--- config.mk ---
export PLATFORM = sky130hd
export DESIGN_NAME = line_sequencer
export DESIGN_NICKNAME = d
export VERILOG_FILES = /design/src/rtl/line_sequencer.sv
export SDC_FILE = /design/constraint.sdc
export NUM_CORES = 2
export LEC_CHECK = 0
export CORE_MARGIN = 3
export CORE_UTILIZATION = 55
export CTS_CLUSTER_DIAMETER = 60
export DETAILED_ROUTE_END_ITERATION = 6
export PLACE_DENSITY_LB_ADDON = 0.2
export SYNTH_ARGS = -nofsm -noshare
export SYNTH_HDL_FRONTEND = slang
export SYNTH_SLANG_ARGS = --single-unit
--- constraint.sdc ---
create_clock -name clk -period 4.2 [get_ports clk]
set_clock_uncertainty 0.15 [all_clocks]
set_input_delay 0.84 -clock clk [delete_from_list [all_inputs] [get_ports clk]]
set_output_delay 0.84 -clock clk [all_outputs]
set_load 0.01 [all_outputs]
--- src/rtl/line_sequencer.sv ---
// Line sequencer: issues a host-loaded frame of lines to the core one at a time,
// waits for each core_ok (or a watchdog timeout) and captures the core result.
module line_sequencer #(
    parameter int    LINES   = 64,
    parameter int    WIDTH   = 25,
    parameter int    TIMEOUT = 500,
    localparam int   AW      = $clog2(LINES),
    localparam int   TW      = $clog2(TIMEOUT)
) (
    input  logic             clk,
    input  logic             rst,
    input  logic             start,
    input  logic             wr_en,
    input  logic [AW-1:0]    wr_addr,
    input  logic [WIDTH-1:0] wr_data,
    input  logic [AW-1:0]    rd_addr,
    output logic [WIDTH-1:0] rd_data,
    output logic [WIDTH-1:0] line,
    output logic [AW-1:0]    count,
    output logic             core_start,
    input  logic             core_ok,
    input  logic [WIDTH-1:0] core_mem,
    output logic             busy,
    output logic             done,
    output logic             timeout_err
);

    localparam logic [AW-1:0] LAST_LINE  = AW'(LINES - 1);
    localparam logic [TW-1:0] WDOG_LIMIT = TW'(TIMEOUT - 1);

    typedef enum logic [2:0] {
        S_IDLE,
        S_ISSUE,
        S_WAIT,
        S_CAPTURE,
        S_FINISH
    } state_t;

    state_t           state_q, state_d;
    logic [AW-1:0]    count_q, count_d;
    logic [WIDTH-1:0] line_q, line_d;
    logic [TW-1:0]    wdog_q, wdog_d;
    logic             timeout_err_q, timeout_err_d;
    logic [WIDTH-1:0] rd_data_q;
    logic             src_we, res_we, wdog_hit;

    logic [WIDTH-1:0] src_mem [LINES];
    logic [WIDTH-1:0] res_mem [LINES];

    assign wdog_hit = (wdog_q == WDOG_LIMIT);

    // State register and datapath flops
    always_ff @(posedge clk) begin
        if (rst) begin
            state_q       <= S_IDLE;
            count_q       <= '0;
            line_q        <= '0;
            wdog_q        <= '0;
            timeout_err_q <= 1'b0;
        end else begin
            state_q       <= state_d;
            count_q       <= count_d;
            line_q        <= line_d;
            wdog_q        <= wdog_d;
            timeout_err_q <= timeout_err_d;
        end
    end

    // Buffers are never cleared, so partial results survive a reset
    always_ff @(posedge clk) begin
        if (src_we) src_mem[wr_addr] <= wr_data;
        if (res_we) res_mem[count_q] <= core_mem;
    end

    always_ff @(posedge clk) begin
        if (rst) rd_data_q <= '0;
        else     rd_data_q <= res_mem[rd_addr];
    end

    always_comb begin
        state_d = state_q;
        case (state_q)
            S_IDLE:    if (start) state_d = S_ISSUE;
            S_ISSUE:   state_d = S_WAIT;
            S_WAIT:    if (core_ok || wdog_hit) state_d = S_CAPTURE;
            S_CAPTURE: state_d = (count_q == LAST_LINE) ? S_FINISH : S_ISSUE;
            S_FINISH:  state_d = S_IDLE;
            default:   state_d = S_IDLE;
        endcase
    end

    always_comb begin
        count_d       = count_q;
        line_d        = line_q;
        wdog_d        = wdog_q;
        timeout_err_d = timeout_err_q;
        src_we        = 1'b0;
        res_we        = 1'b0;
        case (state_q)
            S_IDLE: begin
                src_we = wr_en;
                if (start) begin
                    count_d       = '0;
                    timeout_err_d = 1'b0;
                end
            end
            S_ISSUE: wdog_d = '0;
            S_WAIT: begin
                wdog_d = wdog_q + TW'(1);
                // A core_ok on the limit cycle counts as success
                if (core_ok || wdog_hit) res_we = 1'b1;
                if (!core_ok && wdog_hit) timeout_err_d = 1'b1;
            end
            S_CAPTURE: if (count_q != LAST_LINE) count_d = count_q + AW'(1);
            default: ;
        endcase
        // Load the line on entry so line/count are both valid during ISSUE
        if (state_d == S_ISSUE) line_d = src_mem[count_d];
    end

    always_comb begin
        core_start = (state_q == S_ISSUE);
        busy       = (state_q != S_IDLE);
        done       = (state_q == S_FINISH);
    end

    assign line        = line_q;
    assign count       = count_q;
    assign timeout_err = timeout_err_q;
    assign rd_data     = rd_data_q;

endmodule

==> flow_metrics.env <==
export IMPL_worst_slew_pin_slew_ns=1.366
export IMPL_drt_iter0_markers=8242
export IMPL_crit_path_cell_trace="and3b_1 -> buf_4 -> nand4_1 -> and3_4 -> buf_12 -> buf_12 -> a21oi_1 -> a22o_1 -> a22oi_1 -> nand4_1 -> a221oi_2"
export IMPL_grt_pass1_vias=64817
export IMPL_synthToLayoutAreaGrowth_pct=14.72
export IMPL_start_util=0.5541
export IMPL_grtUsageMet1=0.3792
export IMPL_cts_made_buffers=339
export IMPL_ant_nets=0
export IMPL_grt_total_usage=0.2782
export IMPL_grt_remaining_overflow=0
export IMPL_clock_fmax_mhz=244.5
export IMPL_grt_pass1_wl_um=469100
export IMPL_routabilityCongestion=0.8509
export IMPL_nets=6969
export IMPL_drt_wl_total_um=330000
export IMPL_worstPathRequired_ns=4.88
export IMPL_antenna_found_initial=27
export IMPL_dp_hpwl_um=190900
export IMPL_drc_errors=0
export IMPL_cp_num_buf_inv=3
export IMPL_met3_usage=0.05039
export IMPL_final_layout_size_suffix_gt1_frac=0.2269
export IMPL_layout_min_cycle_time_ns=4.091
export IMPL_syn_area_um2=126200
export IMPL_synth_yosys_seq_area_share=0.7725
export IMPL_insertion_delay_ns=0.92
export IMPL_rows=175
export IMPL_cp_top_family="simple AND/OR/NAND/NOR gates"
export IMPL_seqCellArea_um2=97480
export IMPL_synth_largest_area_cell="edfxtp_1"
export IMPL_syn_area_per_cell_um2=19.66
export IMPL_die_w_um=485.0
export IMPL_cts_sinks=3269
export IMPL_cts_htree_levels=5
export IMPL_vias=65682
export IMPL_use_met2=0.4511
export IMPL_drv_slew=0
export IMPL_hp_class="input pin to register"
export IMPL_setup_tns_final_ns=0
export IMPL_power_density_nw_per_um2=469.0
export IMPL_finalSetupViolations=0
export IMPL_slew_headroom=0.08927
export IMPL_arrival_ns=4.77
export IMPL_cap_violations=0
export IMPL_grt_setup_unrepaired="no"
export IMPL_syn_nets=6487
export IMPL_io_pins=127
export IMPL_hold_violations=0
export IMPL_outcome="finished clean"
export IMPL_instances_no_fill=10179
export IMPL_clock_root_buffer="clkbuf_16"
export IMPL_crit_slowest_cell="dfxtp_1"
export IMPL_cts_hold_buf=0
export IMPL_peakVddDrop_uv=415.8
export IMPL_cp_max_fo=61
export IMPL_drt_pass1_iterations=6
export IMPL_rr_worst_depth=11
export IMPL_ys_warnings_count=0
export IMPL_synth_area_leaders="edfxtp_1 (76%), mux4_2 (9.4%), mux2i_1 (4.6%)"
export IMPL_die_height_um=485.0
export IMPL_holdPathStages=1
export IMPL_drt_wirelength_per_cell_um=32.42
export IMPL_placed_cells=9564
export IMPL_multi_input_area_um2=27630
export IMPL_grt_max_degree=70
export IMPL_viasPerCell=6.453
export IMPL_yosys_area_top_type_share=0.7615
export IMPL_clockBufferDepth=4
export IMPL_crit_path_end_kind="register"
export IMPL_ys_flop_type="edfxtp_1"
export IMPL_path_clk_slew_ns=0.06
export IMPL_synthCells=6418
export IMPL_start_kind="register"
export IMPL_synth_distinct_cells=55
export IMPL_ys_async_sr_fraction=0
export IMPL_p_leak_nw=47.70
export IMPL_crit_type="register to register"
export IMPL_cts_tree="done"
export IMPL_fillCellCount=15199
export IMPL_synth_edff_count=3200
export IMPL_die_area_um2=235200
export IMPL_ys_seq_elements=3269
export IMPL_period_share=0.9740
export IMPL_crit_cells=11
export IMPL_slowest_delay_ns=0.61
export IMPL_core_area_um2=227700
export IMPL_portBuffers=126
export IMPL_busiest_layer="met2"
## path summary, 6_finish.rpt
check | endpoint | slack (ns) | startpoint
worst max-delay path | line[6] | 0.11 | state_q[2]
worst min-delay path | src_mem[41][3] | 0.17 | wr_data[3]
worst max register to register | line[6] | 0.11 | state_q[2]
worst min register to register | wdog_q[6] | 0.34 | wdog_q[6]
## state kept, by name, indices dropped and copies added, names as in the netlist
| signal | count |
|---|---|
| timeout_err | 1 |
| line | 25 |
| state_q | 3 |
| count | 6 |
| src_mem | 1600 |
| res_mem | 1600 |
| rd_data | 25 |
| wdog_q | 9 |
## cells by family after synthesis
kind of cell,share of synthesized area
adder cells (fa/ha/maj),0.0001983
multiplexers,0.1394
AND/OR/NAND/NOR,0.02601
flip-flops,0.7725
buffers and inverters,0.01466
AO/OA/AOI/OAI,0.04728
## layout make-up
cell class              instances  share of cell area
inverters                       5           0.0001297
diodes                         17           0.0002939
multi-input cells            2754              0.1909
well taps                    3009             0.02601
clock buffers                 419             0.06207
flip-flops and latches       3269              0.6734
repair buffers                531             0.03625
clock inverters               175             0.01100
## placed cells by master, fill, tap and decap left out, types with 27 or more instances in the layout
cell type and instances:
nand2_1 458, o22ai_1 126, nor2b_1 28, buf_2 51
nand4_1 27, clkdlybuf4s50_1 70, clkinv_2 49, clkinv_1 79
mux4_2 525, mux2i_1 575, bufinv_16 30, nor2_4 60
buf_12 92, a21oi_1 409, a22oi_1 97, nor2_2 68
buf_4 312, edfxtp_1 3200, dfxtp_1 67, a22o_1 200
clkbuf_16 349, clkbuf_1 70
## per-layer routing
layer | vias up | wire, um | share of wire
met4 | 22 | 14090 | 0.043
li1 | 27244 | - | -
met2 | 3373 | 162000 | 0.49
met5 | - | 125 | 0.00038
met1 | 34368 | 125600 | 0.38
met3 | 675 | 28100 | 0.085
## metrics by stage
step / util / cell area (um2) / power, mW / hold slack (ns) / setup WS [ns]
after floorplan: - / 126200 / 38.02 / 0.2913 / 0.5477
after global placement: 0.5886 / 134000 / 39.58 / 0.3063 / -0.6675
after CTS: 0.6353 / 144700 / 68.22 / 0.1096 / 0.01292
after detailed placement: 0.5886 / 134000 / 39.65 / 0.3198 / -0.7052
final: 0.6357 / 144800 / 67.89 / 0.1727 / 0.1093
after global routing: 0.6355 / 144700 / 69.66 / 0.1416 / 0.05686
## where the power goes
part / internal, mW / switching (mW) / total [mW] / leakage (nW)
clock: 17.0 / 12.0 / 28.9 / 5.17
combinational: 1.08 / 1.84 / 2.92 / 13.2
sequential: 35.9 / 0.119 / 36.0 / 29.3
## repair_timing
item,in CTS,in global routing
buffers inserted,0,3
endpoints found under the hold margin,0,0
pin swaps,5,2
endpoints found under the setup margin,13,7
cloned,0,1
resized for setup,9,1
## cells in the mapped netlist, types with 65 or more instances
cell,number
edfxtp_1,3200
mux2i_1,575
mux4_2,525
nand2_1,458
a21oi_1,410
clkbuf_1,218
a22o_1,200
nor2_1,153
o22ai_1,126
a22oi_1,101
dfxtp_1,69
buf_2,65
Note: power is estimated with default switching activity, not from simulation.
